## config.mk

```make
export PLATFORM = sky130hd
export DESIGN_NAME = mem_stream_loader
export DESIGN_NICKNAME = d
export VERILOG_FILES = /design/src/rtl/mem_stream_loader.sv
export SDC_FILE = /design/constraint.sdc
export NUM_CORES = 1
export LEC_CHECK = 0
export ABC_AREA = 1
export CAP_MARGIN = 10
export CELL_PAD_IN_SITES_DETAIL_PLACEMENT = 1
export CELL_PAD_IN_SITES_GLOBAL_PLACEMENT = 2
export CORE_ASPECT_RATIO = 0.7
export CORE_MARGIN = 1
export CORE_UTILIZATION = 37
export DETAILED_ROUTE_END_ITERATION = 10
export DONT_BUFFER_PORTS = 1
export PLACE_DENSITY_LB_ADDON = 0.1
export SLEW_MARGIN = 0
export SYNTH_ARGS = -nofsm -noshare
export SYNTH_HDL_FRONTEND = slang
export SYNTH_SLANG_ARGS = --single-unit
export TNS_END_PERCENT = 30
```

## constraint.sdc

```tcl
create_clock -name clk -period 5.25 [get_ports clk]
set_clock_uncertainty 0.1 [all_clocks]
set_input_delay 0.7875 -clock clk [delete_from_list [all_inputs] [get_ports clk]]
set_output_delay 0.7875 -clock clk [all_outputs]
set_load 0.005 [all_outputs]
```

## src/rtl/mem_stream_loader.sv

```systemverilog
// Host stream loader: writes a host word stream into shared memory, pulses core_start,
// waits for core_done, then streams a result window back out with a 1-cycle read pipeline.
module mem_stream_loader #(
  parameter int DATA_W = 16,
  parameter int ADDR_W = 12
) (
  input  logic              clk,
  input  logic              rst,
  input  logic              load_start,
  input  logic [DATA_W-1:0] host_data_in,
  input  logic              host_valid,
  input  logic              host_last,
  output logic              host_ready,
  output logic [ADDR_W-1:0] mem_addr,
  output logic [DATA_W-1:0] mem_wdata,
  output logic              mem_we,
  input  logic [DATA_W-1:0] mem_rdata,
  output logic              core_start,
  input  logic              core_done,
  input  logic [ADDR_W-1:0] dump_base,
  input  logic [ADDR_W:0]   dump_len,
  output logic [DATA_W-1:0] out_data,
  output logic              out_valid,
  output logic              out_last,
  output logic [1:0]        state,
  output logic [ADDR_W:0]   word_count
);

  typedef enum logic [1:0] {
    S_IDLE = 2'd0,
    S_LOAD = 2'd1,
    S_RUN  = 2'd2,
    S_DUMP = 2'd3
  } state_e;

  localparam logic [ADDR_W:0] ONE      = {{ADDR_W{1'b0}}, 1'b1};
  localparam logic [ADDR_W:0] LAST_IDX = {1'b0, {ADDR_W{1'b1}}};

  state_e              state_q, state_d;
  logic [ADDR_W:0]     count_q, count_d;
  logic [ADDR_W:0]     idx_q, idx_d;
  logic [ADDR_W:0]     len_q, len_d;
  logic [ADDR_W-1:0]   base_q, base_d;
  logic                start_q, start_d;
  logic                ovalid_q, ovalid_d;
  logic                olast_q, olast_d;

  always_comb begin
    state_d    = state_q;
    count_d    = count_q;
    idx_d      = idx_q;
    len_d      = len_q;
    base_d     = base_q;
    start_d    = 1'b0;
    ovalid_d   = 1'b0;
    olast_d    = 1'b0;
    host_ready = 1'b0;
    mem_we     = 1'b0;
    mem_addr   = '0;
    mem_wdata  = '0;
    case (state_q)
      S_IDLE: begin
        if (load_start) begin
          count_d = '0;
          state_d = S_LOAD;
        end
      end
      S_LOAD: begin
        host_ready = ~count_q[ADDR_W];
        if (host_valid && host_ready) begin
          mem_we    = 1'b1;
          mem_addr  = count_q[ADDR_W-1:0];
          mem_wdata = host_data_in;
          count_d   = count_q + ONE;
          // Writing the top slot ends the load exactly like host_last would.
          if (host_last || count_q == LAST_IDX) begin
            state_d = S_RUN;
            start_d = 1'b1;
          end
        end
      end
      S_RUN: begin
        if (core_done) begin
          base_d  = dump_base;
          len_d   = dump_len;
          idx_d   = '0;
          state_d = S_DUMP;
        end
      end
      S_DUMP: begin
        // idx == len is the drain cycle in which the last read's data is presented.
        if (idx_q != len_q) begin
          mem_addr = base_q + idx_q[ADDR_W-1:0];
          idx_d    = idx_q + ONE;
          ovalid_d = 1'b1;
          olast_d  = (idx_d == len_q);
        end else begin
          state_d = S_IDLE;
        end
      end
      default: state_d = S_IDLE;
    endcase
  end

  always_ff @(posedge clk or posedge rst) begin
    if (rst) begin
      state_q  <= S_IDLE;
      count_q  <= '0;
      idx_q    <= '0;
      len_q    <= '0;
      base_q   <= '0;
      start_q  <= 1'b0;
      ovalid_q <= 1'b0;
      olast_q  <= 1'b0;
    end else begin
      state_q  <= state_d;
      count_q  <= count_d;
      idx_q    <= idx_d;
      len_q    <= len_d;
      base_q   <= base_d;
      start_q  <= start_d;
      ovalid_q <= ovalid_d;
      olast_q  <= olast_d;
    end
  end

  assign core_start = start_q;
  assign out_valid  = ovalid_q;
  assign out_last   = olast_q;
  assign out_data   = ovalid_q ? mem_rdata : '0;
  assign state      = state_q;
  assign word_count = count_q;

endmodule
```

Yosys cells after proc, flatten, opt, wreduce, memory -nomap -nowiden. Cells that the tools add are included.

Bits in registers: 56. Input bits: 63. Output and inout port bits: 64. RAM bits: 0. Word-level logic and storage cells: 61. Memories kept: 0. Bits in latches: 0. ROM bits: 0.

Multiplexer cells: 28. Bitwise gates (word level): 1. Multipliers: 0. Magnitude comparators: 0. Div/mod/pow operators: 0. Shifts and indexed selects: 0. Reductions and logical operators: 9. Add/sub/neg operators: 3. Equal/unequal tests: 12.

Operators by type and width (number): two-way mux 13 bit (4); case mux 13 bit (2 select lines) (2); two-way mux 16 bit (3); adder 13 x 1 -> 13 bit (second input constant) (2); two-way mux 12 bit (2); case mux 12 bit (2 select lines) (1); == test 13 x 12 -> 1 bit (second input constant) (1); == test 13 bit (1); != test 13 bit (1); adder 12 bit (1); != test 2 bit (second input constant) (6); two-way mux 1 bit (10); two-way mux 2 bit (5); case mux 2 bit (4 select lines) (1); AND reduction 3 bit (2); AND reduction 5 bit (1); == test 2 bit (second input constant) (2); nonzero test 2 bit (2); == test 2 x 1 -> 1 bit (second input constant) (1); zero test 2 bit (1); AND reduction 2 bit (1); logical AND 1 bit (1); logical OR 1 bit (1); NOT 1 bit (1).

Longest topological paths before layout.
Depth in word-level cells: 5. Mapped depth: 12. Mapped depth without buffers: 12.

Least setup slack after synthesis. OpenSTA, ideal clock, no wires.

Path type: flip-flop to output port. Start: register idx_q[0]. End: output mem_addr[6]. Required time: 4.363 ns. Arrival: 1.727 ns. Buffers on the path: 0. Path slack: 2.636 ns. Stages on the path, launching flop included: 9. Cells stage by stage: dfrtp_1 -> ha_1 -> fa_1 -> nand2_1 -> nand2_1 -> o21ai_0 -> o21ai_0 -> xnor2_1 -> o22ai_1.

Word-level cells in the longest chain between the ends: 3. Elaborated cells between the ends (all ways): 4. Those cells by class: add/sub: 1; eq/ne: 1; mux: 2.

RTL lines: from (decl) (line 41) `logic [ADDR_W:0] idx_q, idx_d;`; from (signal assigned) (line 118) `idx_q <= idx_d;`; adder 12 bit or != test 13 bit (tied branches) (line 93, 92); two-way mux 12 bit * (line 92) `if (idx_q != len_q) begin`; case mux 12 bit (2 select lines) * (line 61) `case (state_q)`; to (decl) (line 14) `output logic [ADDR_W-1:0] mem_addr,`.

Mark *: on every way between the ends. The rest lies on a longest branch, timed or not.

Final worst setup path.
Start: register idx_q[10]. End: output mem_addr[10].

The elaborated chain is that of the path after synthesis.

==> flow_summary.ini <==
[critical_path]
required_ps = 4360
r2r_cells = 11
critical_path.max_stage_delay_ps = 460
critPathTopFamily = simple AND/OR/NAND/NOR gates
cp_slowest_cell = dfrtp_1
worst_setup_path_end_kind = primary output
cp.arrival_ps = 2510
start_kind = flop
path_buf_inv = 1
rr_startpoint = state[1]$_DFFE_PP0P_
crit_fanout = 11
path_cells = xnor2_1 > nand2_1 > nor2_2 > nand3_2 > nand2_1 > inv_1 > nand3_1 > nand2_1
critical_path_class = flop to primary output
critPathLaunch = idx_q[10]$_DFFE_PP0P_
rrSetupSlack_ps = 2340
r2r_end = word_count[10]$_DFFE_PP0P_
crit_path_frequent_cell = nand2_1

[synth]
syn_nets = 688
synth_most_common_cell = nand2_1
synth_top_area_share_pct = 33.72
synthTopCellsByArea = dfrtp_1, nand2_1, inv_1
ys_seq_area_share_pct = 33.72
synth_edf_count = 0
ys_warn_count = 0
async_flop_share_pct = 100.0
syn_area_per_cell_um2 = 6.857
synth_seq_cells = 56
yosysTopAreaCell = dfrtp_1
synth_ff_type = dfrtp_1
syn_area_um2 = 4155
yosys-top-cells-count = nand2_1, inv_1, nor2_1
synthCells = 606
yosysUniqueCellTypes = 35

[worst_hold_path]
worst_hold_path.endpoint = base_q[2]$_DFFE_PP0P_
hold_start = base_q[2]$_DFFE_PP0P_
hold_depth = 1
min_path_type = flop to flop

[route]
ant_nets = 0
viasPerCell = 5.113
drc = 0
vias = 3835
drt_iter0_drc = 159
routed_wl_um = 12840
dr.pass1.iters = 4
post_drt_wl_per_cell_um = 17.12

[finish]
fin_nets = 683
fin_cells = 750
n_fill_cell = 1418
layout-drive-gt1-share_pct = 6.977
synthToLayoutAreaGrowth_pct = 6.896
diodes = 0

[global_route]
grt_pass1_wl_um = 20910
overflow = 0
grt_max_degree = 57
grt_pass1_vias = 3868
antenna_found_initial = 0
grtUsageTotal_pct = 23.13

[timing]
timing.final.crit_share_pct = 64.76
hold_violations = 0
fmax_mhz = 294.1
final.setup.tns_ps = 0
slew-limit-headroom_pct = 43.07
tightestPinTransition_ps = 851.8
post-route-min-period_ps = 3400
setup_slack_ps = 1850
slew_violations = 0
rsz0062_at_grt = false
setup_violations = 0

[die]
boundaryPins = 127
fp.dieArea_um2 = 11670
start_util_pct = 39.10
die-width_um = 128.7
die_y_um = 90.67
rows = 31
core_region_area_um2 = 10630

[clocking]
cts_hold_buf = 0
root_buffer = clkbuf_16
clk_path_buf_depth = 2
cts_made_buffers = 5
ctsResizeCount = 0
clock_sinks = 56
tritoncts = done
clk-insertion-delay-late_ps = 300
path_clk_slew_ps = 80
post-cts-setup-buffers = 0
h-tree-depth = 2

[run]
drv_cap = 0

[power_and_ir_drop]
leakage_uw = 0.002367
max-vdd-ir-drop_mv = 0.2270
power-per-cell-area_nw_per_um2 = 462.5

[outcome]
status = complete, no violations

[placement]
post-place-cells = 742
dp.final_hpwl_um = 10160
gp_congestion = 0.8446
port_buffers = 0
pre_cts_slack_ps = 2173
-- cells by family (layout without fill, tap and decap cells) --
family | count (synthesis) | after routing | synth area share, %
AOI/OAI and AO/OA | 57 | 57 | 7.919
buffers and inverters | 111 | 107 | 10.81
xor gates and xnor gates | 21 | 21 | 4.607
DFF | 56 | 56 | 33.72
muxes | 15 | 15 | 4.065
adders and majority gates | 19 | 19 | 5.902
and+or+nand+nor | 327 | 327 | 32.97
-- layer usage --
metal | track usage (%) | vias up | wire length (um)
li1 | - | 1891 | -
met1 | 34.91 | 1821 | 6648
met2 | 35.05 | 121 | 5374
met3 | 4.206 | 2 | 803
met4 | 2.353 | 0 | 15
met5 | 0 | - | 0
-- flip-flops by register name, summed over array words and instances, names as in the netlist --
| signal | flops |
|---|---|
| state | 2 |
| out_valid | 1 |
| base_q | 12 |
| word_count | 13 |
| out_last | 1 |
| len_q | 13 |
| idx_q | 13 |
| core_start | 1 |
-- cell usage in the layout (no fill, tap or decap), types with 2 or more instances in the layout --
cell type	count
ha_1	18
nor3_1	9
xnor2_1	8
inv_2	3
o21ai_0	14
dfrtp_1	56
inv_1	94
nand4_1	8
buf_4	2
xor2_1	12
o22ai_1	4
a31oi_1	2
nand2_2	3
a21oi_1	26
clkbuf_16	5
nand2_1	181
nand3_2	2
nor2_1	72
o2111ai_1	4
nor2_4	3
nor2_2	3
o21bai_1	2
nand3_1	44
mux2_2	15
-- metrics by stage --
step	power (uW)	hold WS, ps	instance area, um2	util, %
after floorplan	1390	383.6	4155	-
after global placement	1624	400.9	4270	40.18
after detailed placement	1654	420.4	4270	40.18
after CTS	2077	438.3	4442	41.79
after global routing	2237	462.8	4442	41.79
final	2054	434.3	4442	41.79
-- worst max-delay path by stage --
stage                   end  cells past startpoint
2_1_floorplan   mem_addr[6]                      8
3_3_place_gp    mem_addr[7]                      6
3_5_place_dp   mem_addr[10]                      8
4_1_cts        mem_addr[10]                      8
5_1_grt         mem_addr[9]                     10
6_report       mem_addr[10]                      8
-- where the power goes --
group	internal, uW	leakage (uW)	switching, uW
clock network	228	0.0000804	179
registers	559	0.000710	134
logic	326	0.00158	629
total	1110	0.00237	942
-- cell type report --
class | instances | area, um2 | share of cell area (%)
multi-input cells | 439 | 2305 | 51.89
flip-flops and latches | 56 | 1401 | 31.55
inverters | 97 | 364.1 | 8.197
well taps | 148 | 185.2 | 4.169
clock buffers | 5 | 125.1 | 2.817
clock inverters | 3 | 46.29 | 1.042
repair buffers | 2 | 15.01 | 0.3380
-- worst reg2reg max path, delay by kind of cell, from the launching register on --
kind,cells,cell delay (ps)
adder cells (fa/ha/maj),1,250
buffers and inverters,2,470
flip-flops,1,480
AND/OR/NAND/NOR,8,1520
(Power assumes the default switching activity.)
